$ cat src/rtl/reaction_timer_fsm_pkg.sv
// Shared types, constants and helpers for the reaction timer.
// State codes, LED patterns, BCD increment and 7-seg decode.
package reaction_timer_fsm_pkg;

  typedef enum logic [3:0] {
    IDLE   = 4'd0,
    PREP   = 4'd1,
    TIMING = 4'd2,
    DONE   = 4'd3,
    EARLY  = 4'd4
  } state_t;

  localparam logic [15:0] LED_OFF   = 16'h0000;
  localparam logic [15:0] LED_ON    = 16'hFFFF;
  localparam logic [15:0] LED_EARLY = 16'hAAAA;
  localparam logic [15:0] BCD_MAX   = 16'h9999;
  localparam logic [15:0] BCD_LAST  = 16'h9998;

  function automatic logic [15:0] led_of(
    input state_t s
  );
    logic [15:0] r;
    case (s)
      TIMING:  r = LED_ON;
      EARLY:   r = LED_EARLY;
      default: r = LED_OFF;
    endcase
    return r;
  endfunction

  // Four-digit BCD increment that saturates at 9999.
  function automatic logic [15:0] bcd_inc(
    input logic [15:0] v
  );
    logic [15:0] r;
    logic        cy;
    r  = v;
    cy = 1'b1;
    if (v != BCD_MAX) begin
      for (int i = 0; i < 4; i++) begin
        if (cy) begin
          if (r[i*4 +: 4] == 4'd9) begin
            r[i*4 +: 4] = 4'd0;
          end else begin
            r[i*4 +: 4] = r[i*4 +: 4] + 4'd1;
            cy = 1'b0;
          end
        end
      end
    end
    return r;
  endfunction

  function automatic logic [6:0] seg_decode(
    input logic [3:0] v
  );
    logic [6:0] r;
    case (v)
      4'h0: r = 7'b1000000;
      4'h1: r = 7'b1111001;
      4'h2: r = 7'b0100100;
      4'h3: r = 7'b0110000;
      4'h4: r = 7'b0011001;
      4'h5: r = 7'b0010010;
      4'h6: r = 7'b0000010;
      4'h7: r = 7'b1111000;
      4'h8: r = 7'b0000000;
      4'h9: r = 7'b0010000;
      4'hA: r = 7'b0001000;
      4'hB: r = 7'b0000011;
      4'hC: r = 7'b1000110;
      4'hD: r = 7'b0100001;
      4'hE: r = 7'b0000110;
      default: r = 7'b0001110;
    endcase
    return r;
  endfunction

endpackage

$ cat src/rtl/reaction_timer_fsm_if.sv
// Board-side signal bundle of the reaction timer.
// master drives buttons and dclk; slave is the timer.
interface reaction_timer_fsm_if;
  logic        dclk;
  logic        idletoPrep;
  logic        testmodeBtn;
  logic [15:0] led;
  logic [7:0]  ssdAnode;
  logic [6:0]  ssdCathode;
  logic [3:0]  state;
  logic [3:0]  nextState;
  logic [31:0] prepCounter;
  logic [3:0]  counter_a;
  logic [3:0]  counter_b;
  logic [3:0]  counter_c;
  logic [3:0]  counter_d;
  logic        clk_1Hzt;

  modport master (
    output dclk, idletoPrep, testmodeBtn,
    input  led, ssdAnode, ssdCathode,
    input  state, nextState, prepCounter,
    input  counter_a, counter_b,
    input  counter_c, counter_d, clk_1Hzt
  );

  modport slave (
    input  dclk, idletoPrep, testmodeBtn,
    output led, ssdAnode, ssdCathode,
    output state, nextState, prepCounter,
    output counter_a, counter_b,
    output counter_c, counter_d, clk_1Hzt
  );
endinterface

$ cat src/rtl/ssd_mux4.sv
// Four-digit 7-seg multiplexer; digit index steps on each ms tick.
// Anodes and segments are active-low; upper four anodes stay off.
module ssd_mux4
  import reaction_timer_fsm_pkg::*;
(
  input  logic       clk,
  input  logic       reset,
  input  logic       tick,
  input  logic [3:0] dig_a,
  input  logic [3:0] dig_b,
  input  logic [3:0] dig_c,
  input  logic [3:0] dig_d,
  output logic [7:0] anode,
  output logic [6:0] cathode
);

  logic [1:0] idx_q;
  logic [3:0] digit;

  always_ff @(posedge clk or posedge reset) begin
    if (reset) begin
      idx_q <= 2'd0;
    end else if (tick) begin
      idx_q <= idx_q + 2'd1;
    end
  end

  always_comb begin
    anode = 8'hFF;
    digit = dig_a;
    unique case (idx_q)
      2'd0: begin anode = 8'hFE; digit = dig_a; end
      2'd1: begin anode = 8'hFD; digit = dig_b; end
      2'd2: begin anode = 8'hFB; digit = dig_c; end
      default: begin
        anode = 8'hF7;
        digit = dig_d;
      end
    endcase
  end

  assign cathode = seg_decode(digit);

endmodule

$ cat src/rtl/reaction_timer_fsm.sv
// Reaction-time tester: prep delay, LED stimulus, BCD ms count.
// One clock; dclk and both buttons are sampled data inputs.
module reaction_timer_fsm
  import reaction_timer_fsm_pkg::*;
#(
  parameter int unsigned PREP_CYCLES = 40_000_000,
  parameter int unsigned HZ_DIV      = 500
) (
  input logic                 clk,
  input logic                 reset,
  reaction_timer_fsm_if.slave bus
);

  logic [2:0]  raw, s1, s2, s3, re;
  logic        ms_tick, start_re, react_re;
  state_t      state_q, nxt;
  logic [31:0] prep_q;
  logic [15:0] bcd_q;
  logic [15:0] led_q;
  logic [31:0] hz_q;
  logic        hz_out_q;
  logic        prep_done;

  assign raw = {bus.testmodeBtn, bus.idletoPrep, bus.dclk};

  // Two sync flops, one history flop, registered rising edge.
  always_ff @(posedge clk or posedge reset) begin
    if (reset) begin
      s1 <= '0;
      s2 <= '0;
      s3 <= '0;
      re <= '0;
    end else begin
      s1 <= raw;
      s2 <= s1;
      s3 <= s2;
      re <= s2 & ~s3;
    end
  end

  assign ms_tick  = re[0];
  assign start_re = re[1];
  assign react_re = re[2];

  assign prep_done = (prep_q == 32'(PREP_CYCLES - 1));

  always_comb begin
    nxt = IDLE;
    case (state_q)
      IDLE: nxt = start_re ? PREP : IDLE;
      PREP: begin
        if (react_re)       nxt = EARLY;
        else if (prep_done) nxt = TIMING;
        else                nxt = PREP;
      end
      TIMING: begin
        if (react_re)
          nxt = DONE;
        else if (ms_tick && bcd_q == BCD_LAST)
          nxt = DONE;
        else
          nxt = TIMING;
      end
      DONE:    nxt = start_re ? PREP : DONE;
      EARLY:   nxt = start_re ? PREP : EARLY;
      default: nxt = IDLE;
    endcase
  end

  always_ff @(posedge clk or posedge reset) begin
    if (reset) begin
      state_q <= IDLE;
      prep_q  <= '0;
      bcd_q   <= '0;
      led_q   <= LED_OFF;
    end else begin
      state_q <= nxt;
      led_q   <= led_of(nxt);
      if (state_q == PREP && nxt == PREP)
        prep_q <= prep_q + 32'd1;
      unique case (1'b1)
        (nxt == PREP && state_q != PREP): begin
          prep_q <= '0;
          bcd_q  <= '0;
        end
        (state_q == PREP && nxt == TIMING):
          bcd_q <= '0;
        (nxt == EARLY):
          bcd_q <= BCD_MAX;
        (state_q == TIMING && ms_tick && !react_re):
          bcd_q <= bcd_inc(bcd_q);
        default: ;
      endcase
    end
  end

  always_ff @(posedge clk or posedge reset) begin
    if (reset) begin
      hz_q     <= '0;
      hz_out_q <= 1'b0;
    end else if (ms_tick) begin
      if (hz_q == 32'(HZ_DIV - 1)) begin
        hz_q     <= '0;
        hz_out_q <= ~hz_out_q;
      end else begin
        hz_q <= hz_q + 32'd1;
      end
    end
  end

  ssd_mux4 u_ssd (
    .clk     (clk),
    .reset   (reset),
    .tick    (ms_tick),
    .dig_a   (bcd_q[3:0]),
    .dig_b   (bcd_q[7:4]),
    .dig_c   (bcd_q[11:8]),
    .dig_d   (bcd_q[15:12]),
    .anode   (bus.ssdAnode),
    .cathode (bus.ssdCathode)
  );

  assign bus.led         = led_q;
  assign bus.state       = state_q;
  assign bus.nextState   = nxt;
  assign bus.prepCounter = prep_q;
  assign bus.counter_a   = bcd_q[3:0];
  assign bus.counter_b   = bcd_q[7:4];
  assign bus.counter_c   = bcd_q[11:8];
  assign bus.counter_d   = bcd_q[15:12];
  assign bus.clk_1Hzt    = hz_out_q;

endmodule

$ cat src/flat_wrapper.sv
// flat-port wrapper written by rule: the top's interface ports become plain ports
module reaction_timer_fsm_flat import reaction_timer_fsm_pkg::*;
#(
  parameter int unsigned PREP_CYCLES = 40_000_000,
  parameter int unsigned HZ_DIV      = 500
)
  (clk, reset, bus_dclk, bus_idletoPrep, bus_testmodeBtn, bus_led, bus_ssdAnode, bus_ssdCathode, bus_state, bus_nextState, bus_prepCounter, bus_counter_a, bus_counter_b, bus_counter_c, bus_counter_d, bus_clk_1Hzt);
  reaction_timer_fsm_if bus_i ();
  input logic clk;
  input logic reset;
  input wire logic [$bits(bus_i.dclk)-1:0] bus_dclk;
  input wire logic [$bits(bus_i.idletoPrep)-1:0] bus_idletoPrep;
  input wire logic [$bits(bus_i.testmodeBtn)-1:0] bus_testmodeBtn;
  output wire logic [$bits(bus_i.led)-1:0] bus_led;
  output wire logic [$bits(bus_i.ssdAnode)-1:0] bus_ssdAnode;
  output wire logic [$bits(bus_i.ssdCathode)-1:0] bus_ssdCathode;
  output wire logic [$bits(bus_i.state)-1:0] bus_state;
  output wire logic [$bits(bus_i.nextState)-1:0] bus_nextState;
  output wire logic [$bits(bus_i.prepCounter)-1:0] bus_prepCounter;
  output wire logic [$bits(bus_i.counter_a)-1:0] bus_counter_a;
  output wire logic [$bits(bus_i.counter_b)-1:0] bus_counter_b;
  output wire logic [$bits(bus_i.counter_c)-1:0] bus_counter_c;
  output wire logic [$bits(bus_i.counter_d)-1:0] bus_counter_d;
  output wire logic [$bits(bus_i.clk_1Hzt)-1:0] bus_clk_1Hzt;
  assign bus_i.dclk = bus_dclk;
  assign bus_i.idletoPrep = bus_idletoPrep;
  assign bus_i.testmodeBtn = bus_testmodeBtn;
  assign bus_led = bus_i.led;
  assign bus_ssdAnode = bus_i.ssdAnode;
  assign bus_ssdCathode = bus_i.ssdCathode;
  assign bus_state = bus_i.state;
  assign bus_nextState = bus_i.nextState;
  assign bus_prepCounter = bus_i.prepCounter;
  assign bus_counter_a = bus_i.counter_a;
  assign bus_counter_b = bus_i.counter_b;
  assign bus_counter_c = bus_i.counter_c;
  assign bus_counter_d = bus_i.counter_d;
  assign bus_clk_1Hzt = bus_i.clk_1Hzt;
  reaction_timer_fsm #(.PREP_CYCLES(PREP_CYCLES), .HZ_DIV(HZ_DIV)) u_core (.clk(clk), .reset(reset), .bus(bus_i));
endmodule
$ cat config.mk
export PLATFORM = sky130hd
export DESIGN_NAME = reaction_timer_fsm_flat
export DESIGN_NICKNAME = d
export VERILOG_FILES = /design/src/rtl/reaction_timer_fsm_pkg.sv /design/src/rtl/reaction_timer_fsm_if.sv /design/src/rtl/ssd_mux4.sv /design/src/rtl/reaction_timer_fsm.sv /design/src/flat_wrapper.sv
export SDC_FILE = /design/constraint.sdc
export NUM_CORES = 1
export LEC_CHECK = 0
export CAP_MARGIN = 25
export CELL_PAD_IN_SITES_DETAIL_PLACEMENT = 1
export CELL_PAD_IN_SITES_GLOBAL_PLACEMENT = 1
export CORE_MARGIN = 2
export CORE_UTILIZATION = 45
export CTS_CLUSTER_DIAMETER = 200
export DETAILED_ROUTE_END_ITERATION = 6
export PLACE_DENSITY = 0.94
export SYNTH_ARGS = -nofsm -noshare
export SYNTH_HDL_FRONTEND = slang
export SYNTH_SLANG_ARGS = --single-unit
$ cat constraint.sdc
create_clock -name clk -period 5.8 [get_ports clk]
set_input_delay 1.16 -clock clk [delete_from_list [all_inputs] [get_ports clk]]
set_output_delay 1.16 -clock clk [all_outputs]
set_load 0.03 [all_outputs]
* Yosys cells after proc, flatten, opt, wreduce, memory -nomap -nowiden
Memories as Yosys holds them, arrays and structs flattened.
Cells that the tools add are included.
Widths: inputs -> output; s select.
** Word-level totals
- Bits of input ports :: 5
- Bits in read-only memories :: 112
- Memories :: 1
- Word-level logic and storage cells :: 98
- RAM bits :: 0
- Register bits after elaboration :: 115
- Bits in latches :: 0
** Memories
- (no name shown) :: words 16, bits a word 7, read ports 1, clocked after Yosys merged registers in 0, write ports 0, RTL line reaction_timer_fsm_pkg.sv:58 : case (v)
** Operators by class
- $mul :: 0
- Order comparisons :: 0
- Reduce and logical (&&, ||, !) cells :: 17
- Add/subtract/negate cells :: 7
- Divide/modulo/power cells :: 0
- Equality and inequality tests :: 22
- Shifts and indexed selects :: 0
- Muxes and demuxes :: 34
- Bitwise gates (word level) :: 3
** Operators by type and width (number)
- $mux 32 :: 3
- $add 32x1->32 const B :: 2
- $pmux 16 s3 :: 1
- $eq 32x26->1 const B :: 1
- $eq 32x9->1 const B :: 1
- $pmux 16 s2 :: 1
- $mux 4 :: 7
- $pmux 4 s3 :: 2
- $pmux 4 s5 :: 1
- $add 4x1->4 const B :: 4
- $eq 16x16->1 const B :: 1
- $eq 4x4->1 const B :: 4
- $mux 16 :: 1
- $ne 16x16->1 const B :: 1
- $mux 1 :: 14
- $eq 4x2->1 const B :: 3
- $reduce_and 3->1 :: 3
- $eq 4x1->1 const B :: 2
- $eq 4x3->1 const B :: 2
- $ne 2x2->1 const B :: 4
- $logic_and 1x1->1 :: 6
- $mux 3 :: 2
- $logic_not 4->1 :: 1
- $mux 2 :: 2
- other kinds (13) :: 14

* Longest topological paths before layout
Gate-level depths: netlist of the first run.
- Word-level depth :: 13
- Gate-level depth with buffers :: 11
- Depth with buffers taken out :: 11

* Cells and area by module
Synthesis of the first run repeated with hierarchy kept, for this count alone.
** Second synthesis, totals
- Cells, all modules :: 595
- Area, all modules :: 5617.9 µm²
** By module, submodules not included
- reaction_timer_fsm :: sequential area each 2452.4 µm², area an instance 5072.4 µm², instances 1, cells each 529
- ssd_mux4 :: sequential area each 50.0 µm², area an instance 545.5 µm², instances 1, cells each 66

* Least setup slack after synthesis of the first run
Ideal clock, no wire load.
- Kind :: flip-flop to output port
- From :: reg u_core.prep_q[10] (netlist: u_core.bus.prepCounter[10])
- To :: out bus_nextState[0]
- Buffers on the path :: 3
- Setup slack :: 2.041 ns
- Cell stages (with the launch flop) :: 8
- Data required time :: 4.640 ns
- Arrival time :: 2.599 ns
- Cell sequence :: dfrtp_1 -> buf_6 -> or4b_1 -> or4_4 -> nor4_4 -> buf_2 -> buf_4 -> nor2_1
** Between the ends
- Cells in the longest elaborated chain, start to end :: 4
** Ends and longest elaborated chain
- start, declared :: RTL line reaction_timer_fsm.sv:17 : logic [31:0] prep_q;
- start signal, assigned :: RTL line reaction_timer_fsm.sv:80 : prep_q <= prep_q + 32'd1;
- $eq 32x26->1 :: RTL line reaction_timer_fsm.sv:45 : assign prep_done = (prep_q == 32'(PREP_CYCLES - 1));
- $mux 2 :: RTL line reaction_timer_fsm.sv:53 : else if (prep_done) nxt = TIMING;
- $mux 3 :: RTL line reaction_timer_fsm.sv:52 : if (react_re) nxt = EARLY;
- $pmux 4 s5 :: RTL line reaction_timer_fsm.sv:49 : case (state_q)
- end, declared :: RTL line flat_wrapper.sv:18 : output wire logic [$bits(bus_i.nextState)-1:0] bus_nextState;
Every way passes these cells.

* Worst setup path in the final report of the first run
- From :: reg u_core.u_ssd.idx_q[0]
- To :: out bus_ssdCathode[6]
** Between the ends
- Cells in the longest elaborated chain, start to end :: 3
** Ends and longest elaborated chain
- start, declared :: RTL line ssd_mux4.sv:17 : logic [1:0] idx_q;
- start signal, assigned :: RTL line ssd_mux4.sv:24 : idx_q <= idx_q + 2'd1;
- $eq 2x2->1, or another cell as far along :: RTL line ssd_mux4.sv:31 : unique case (idx_q)
- $pmux 4 s3 * :: RTL line ssd_mux4.sv:31
- $mem_v2 16x7 *
- end, declared :: RTL line flat_wrapper.sv:16 : output wire logic [$bits(bus_i.ssdCathode)-1:0] bus_ssdCathode;
Every way passes the cells marked *; elsewhere a longest branch is shown, timed or not.

==> metrics, run 1 <==
status complete, no violations; mean number of vias per cell ~6.2; # IOs 93; CTS hold repair buffers 0; leading area contributor after synthesis dfrtp_1; most frequent cells in the layout dfrtp_1, clkdlybuf4s50_1, nand2_1; DRT Pass-1 Iters 5; # diodes 0; leakage about 2.9 nW; GRT overflow 0; H-tree level count 3; Worst Path Arrival between 3000 and 4000 ps; 1st-iter DRT viols between 300 and 400; Die Height around 120 um; Hold Crit Class reg -> reg; pre-CTS setup slack approximately 1600 ps; Synth Instances between 600 and 700; Final GP Congestion 0.901; Final Hold Viols 0; Hold Startpoint u_core.s1[1]; Mapped Area 0.00579 mm2; largest net degree at the start of global routing 70; antenna violations before repair 0; Final Cycle Share 0.801; final net count between 600 and 700; average wire per standard cell just over 20 um; Worst Skew ~9 ps; I/O Buffers 86; Post-DP Area 0.00669 mm2; syn avg cell area around 9.5 um2; post-cts resize count 0; Worst Path Required between 4000 and 5000 ps; RR Startpoint u_core.bcd_q[5]; Max Slew Vio Count 0; Max Cap Violations 0; Slew headroom 0.334; WS Path Type reg -> out; die width approximately 120 um; gr usage total 0.260; Setup Buffers After CTS 0; DPL Wire Length approximately 13000 um; WHS 350 ps; Die ar. about 0.014 mm2; Setup violations, final 0; Tmin final around 4600 ps; via count roughly 5300; Synth Warn # 0; Synth area leaders dfrtp_1, o31ai_1, ha_1; TritonCTS Buffers 9; # DRC 0; total clock sinks 100; core area around 0.013 mm2; Tightest Pin Transition around 970 ps; layout cells sized above 1 0.0548; CTS Buffer Depth 2; RSZ-0062 raised after global routing false; register area share after synthesis 0.432; Synth top area share 0.432; post-route ant nets 0; Synth Flop Type dfrtp_1; startpoint types register; CP max FO 7; CTS tree built; final instance area around 0.0070 mm2; Post-synth ARST share 1.00; CTS clk-pin slew, worst paths ~70 ps; Clock Latency Late Sink ~360 ps; synthesized flop and latch total 100; # fillers 1405; first-pass GRT wire length slightly below 30000 um; Starting Density 0.461; Root Driver clkbuf_16; CP startpoint u_core.u_ssd.idx_q[0]; Post-synth EDFFs 0; vias in the first global route about 5500; Distinct cells, synth 65; fmax approximately 220 MHz; CP Capture Type output port; final wirelength about 18000 um; P&R area growth vs syn 20.5%; maximum vdd drop approximately 0.15 mV; PD cells ~360 mW/mm2; commonest non-fill, non-tap cell in the layout dfrtp_1; fin worst setup slack between 1000 and 1500 ps; setup TNS 0 ps; row cnt 41
## per-layer routing
metal / up-vias / track usage / wire length, um
met5: - / 0 / 0
met4: 0 / 0.114 / 472
met3: 40 / 0.0384 / 818
met2: 175 / 0.457 / 9060
met1: 2666 / 0.318 / 7260
li1: 2370 / - / -
## critical path: stages (launching register included)
cell and delay [ps]:
dfrtp_1 420, inv_1 90, ha_1 260, a222oi_1 410, nand2_1 130, o21ai_0 350, inv_1 150, ha_1 270
nand2_1 90, o21ai_0 100, a22o_1 230, clkdlybuf4s50_1 610
## cell type report
class / count / area, um2 / share of cell area
tap: 172 / 215 / 0.0308
timing repair buffer: 94 / 921 / 0.132
sequential: 100 / 2500 / 0.359
clock inverter: 7 / 60.1 / 0.00861
inverter: 24 / 92.6 / 0.0133
multi-input combinational: 441 / 2960 / 0.424
clock buffer: 9 / 225 / 0.0323
## power breakdown
group          switching [W]  internal (W)
Clock               0.000290      0.000297
Sequential          0.000125      0.000764
Combinational       0.000649      0.000394
Total                0.00106       0.00146
## registers in the layout (all words and copies together) (netlist names)
signal,cells
u_core.bcd_q,16
u_core.s1,3
u_core.u_ssd.idx_q,2
u_core.bus.prepCounter,32
u_core.re,3
u_core.bus.clk_1Hzt,1
u_core.bus.led,2
u_core.s2,3
u_core.hz_q,32
u_core.s3,3
u_core.bus.state,3
## logic make-up (layout without fill, tap and decap cells)
group,count (synthesis),in the layout,synth area share
flops,100,100,0.432
mux,15,15,0.0264
xor+xnor,33,33,0.0499
compound gates,133,133,0.161
simple gates,238,238,0.232
fa+ha+maj,16,16,0.0346
buf+inv,70,134,0.0620
other cells,2,6,0.00130
## worst paths after layout
| kind | slack [ps] | endpoint | cells after the start |
|---|---|---|---|
| worst max-delay path | 1150 | bus_ssdCathode[6] | 11 |
| min in group asynchronous | 1340 | u_core.bus.prepCounter[31] | 2 |
| worst min-delay path | 350 | u_core.s2[1] | 0 |
| worst min register to register | 350 | u_core.s2[1] | 0 |
| worst max register to register | 2660 | u_core.bus.prepCounter[14] | 8 |
| max in group asynchronous | 3470 | u_core.re[0] | 3 |
## stage by stage
stage               instances   util  total power (W)
floorplan                 611      -          0.00155
global placement          831  0.532          0.00187
detailed placement        831  0.532          0.00193
CTS                       847  0.555          0.00252
global route              847  0.555          0.00264
finish                    847  0.555          0.00252
## synthesized netlist by cell type (5+ instances only)
cell      instances
nand2b_1          7
ha_1             16
xor2_1           11
and4_1            7
xnor2_1          22
and3_1           10
clkbuf_1         21
buf_4            21
or4_1            14
a22o_1            7
o31ai_1          30
a41oi_1           5
nor4_1           13
nand4_1          26
mux2i_1          13
a21oi_1          28
nor3_1           14
nand3_1          26
nor2b_1           9
nand2_1          46
inv_1            23
o21ai_0          25
dfrtp_1         100
nor2_1           34
Power figures use the tool's default switching activity.
==> inputs of run 2 (changes only) <==
CORE_UTILIZATION = 38   (was 45)
PLACE_DENSITY = 0.86   (was 0.94)
clock period = 4.15 ns   (was 5.8 ns; I/O delays follow)
==> run 2 against run 1 <==
Non-clock buffer count rose by 5. Critical path type unchanged. Die area increased by 18%. Critical endpoint is now bus_ssdCathode[0]. Sequential share of layout area fell by 0.54 points. Clock skew is essentially flat. Design area up 1.5%. Largest cell class unchanged.
==> metrics, run 2 (synthesis results as in run 1) <==
Finished Layout Cells between 800 and 900; fin util 0.471; status complete, no violations; final net count between 600 and 700; maximum vdd drop between 0.2 and 0.25 mV; Final Hold Viols 0; Die ar. 0.0162 mm2; M1 GR Usage 0.268; # diodes 0; post-route ant nets 0; most frequent cells in the layout dfrtp_1, clkdlybuf4s50_1, nand2_1; Worst Skew about 8.9 ps; R2R cell count 9; RR Startpoint u_core.bcd_q[9]; average wire per standard cell around 20 um; vias in the first global route approximately 5600; layout cells sized above 1 0.0647; commonest non-fill, non-tap cell in the layout dfrtp_1; CTS clk-pin slew, worst paths roughly 70 ps; Clock Latency Late Sink approximately 350 ps; WHS Path Cells 0; 1st-iter DRT viols approximately 390; sw power roughly 0.0015 W; r2r setup slk about 1200 ps; Setup violations, final 0; CTS Buffer Depth 2; GRT overflow 0; leakage between 2 and 3 nW; end of the worst register-to-register path u_core.bus.prepCounter[10]; Hold EP u_core.s2[2]; Final Cycle Share 0.975; P&R area growth vs syn 22.4%; Max Slew Vio Count 0; I/O Buffers 86; first-pass GRT wire length 28600 um; DPL Wire Length between 10000 and 15000 um; DRT Pass-1 Iters 6; gr usage total 0.218; GR Util met3 0.0356; GRT met2 Usage 0.379; Pint between 0.002 and 0.0025 W; TritonCTS Buffers 9; H-tree level count 3; Inst Count DP roughly 850; mean number of vias per cell ~6.0; Clk network pwr share 0.254; PD cells roughly 510 mW/mm2; Hold Crit Class reg -> reg; share of power burned in registers 0.340; Max Cap Violations 0; Final GP Congestion approximately 0.83; core area approximately 0.015 mm2; CP max FO 6; WS Path Type reg -> out; Hold Startpoint u_core.s1[2]; Root Driver clkbuf_16; CTS tree built; switch share 0.405; Setup Buffers After CTS 0; Worst Path Arrival roughly 3200 ps; Starting Density 0.385; Most Crowded Layer GR met2; antenna violations before repair 0; row cnt 45; CP Capture Type output port; via count 5203; Logic pwr share 0.407; final wirelength roughly 17000 um; Die Height between 100 and 150 um; startpoint types register; final instance area 0.00708 mm2; # DRC 0; largest net degree at the start of global routing between 40 and 50; Tmin final slightly above 4000 ps; Worst Path Required between 3000 and 4000 ps; fmax about 250 MHz; Slew headroom 0.411; total clock sinks 100; Tightest Pin Transition just under 900 ps; die width roughly 130 um; # IOs 93; Post-DP Area 0.00675 mm2
==> run 2: repair_timing <==
action,4_1_cts,5_1_grt
endpoints found under the hold margin,0,0
cloned,0,0
pin swaps,0,0
gates resized for setup,3,5
endpoints found under the setup margin,5,7
hold buffers,0,0
==> run 2: per-layer routing <==
metal  part of all wire  wire length [um]
met4              0.023               409
met2               0.51              8840
met1               0.42              7260
met5                  0                 0
met3              0.052               906
==> run 2: through the flow <==
stage	setup TNS, ps	hold WS, ps	total power (W)	worst slack, ps
floorplan	0	331	0.00217	701
global placement	0	332	0.00262	402
detailed placement	0	340	0.00271	357
CTS	0	359	0.00365	4.04
global route	-212	367	0.00381	-139
finish	0	354	0.00365	102
==> run 2: power groups by stage <==
stage | Sequential, W | Combinational, W | Clock [W]
after detailed placement | 0.00125 | 0.00145 | 0
final | 0.00124 | 0.00148 | 0.000925
after global placement | 0.00123 | 0.00138 | 0
after floorplan | 0.00129 | 0.000877 | 0
after global routing | 0.00126 | 0.00158 | 0.000974
after CTS | 0.00124 | 0.00147 | 0.000940
==> run 2: critical path: stages (launching register included) <==
cell and delay [ps]:
dfrtp_1 420, inv_1 90, ha_1 260, a222oi_1 470
mux2i_2 220, inv_1 160, ha_1 260, nor3b_1 90
nor3_1 190, clkdlybuf4s50_1 710
==> run 2: worst max-delay path by stage <==
stage                             end  cells past startpoint                        from  slack (ps)
global route        bus_ssdCathode[0]                      9       u_core.u_ssd.idx_q[0]        -140
floorplan             u_core.bcd_q[0]                      1                       reset         700
CTS                 bus_ssdCathode[3]                     12       u_core.u_ssd.idx_q[0]           4
global placement     bus_nextState[1]                      5  u_core.bus.prepCounter[10]         400
finish              bus_ssdCathode[0]                      9       u_core.u_ssd.idx_q[0]         100
detailed placement  bus_ssdCathode[3]                     12       u_core.u_ssd.idx_q[0]         360
==> run 2: final cells by class <==
type	instances	area [um2]
fill	1678	7950
multi-input combinational	441	2970
sequential	100	2500
timing repair buffer	99	962
clock buffer	12	246
tap	188	235
inverter	24	92.6
clock inverter	4	72.6
==> inputs of run 3 (changes only) <==
ABC_AREA = 0   (was default)
==> results of run 3 <==
Same layout as run 2: the final DEF is identical, and so are final timing and power.
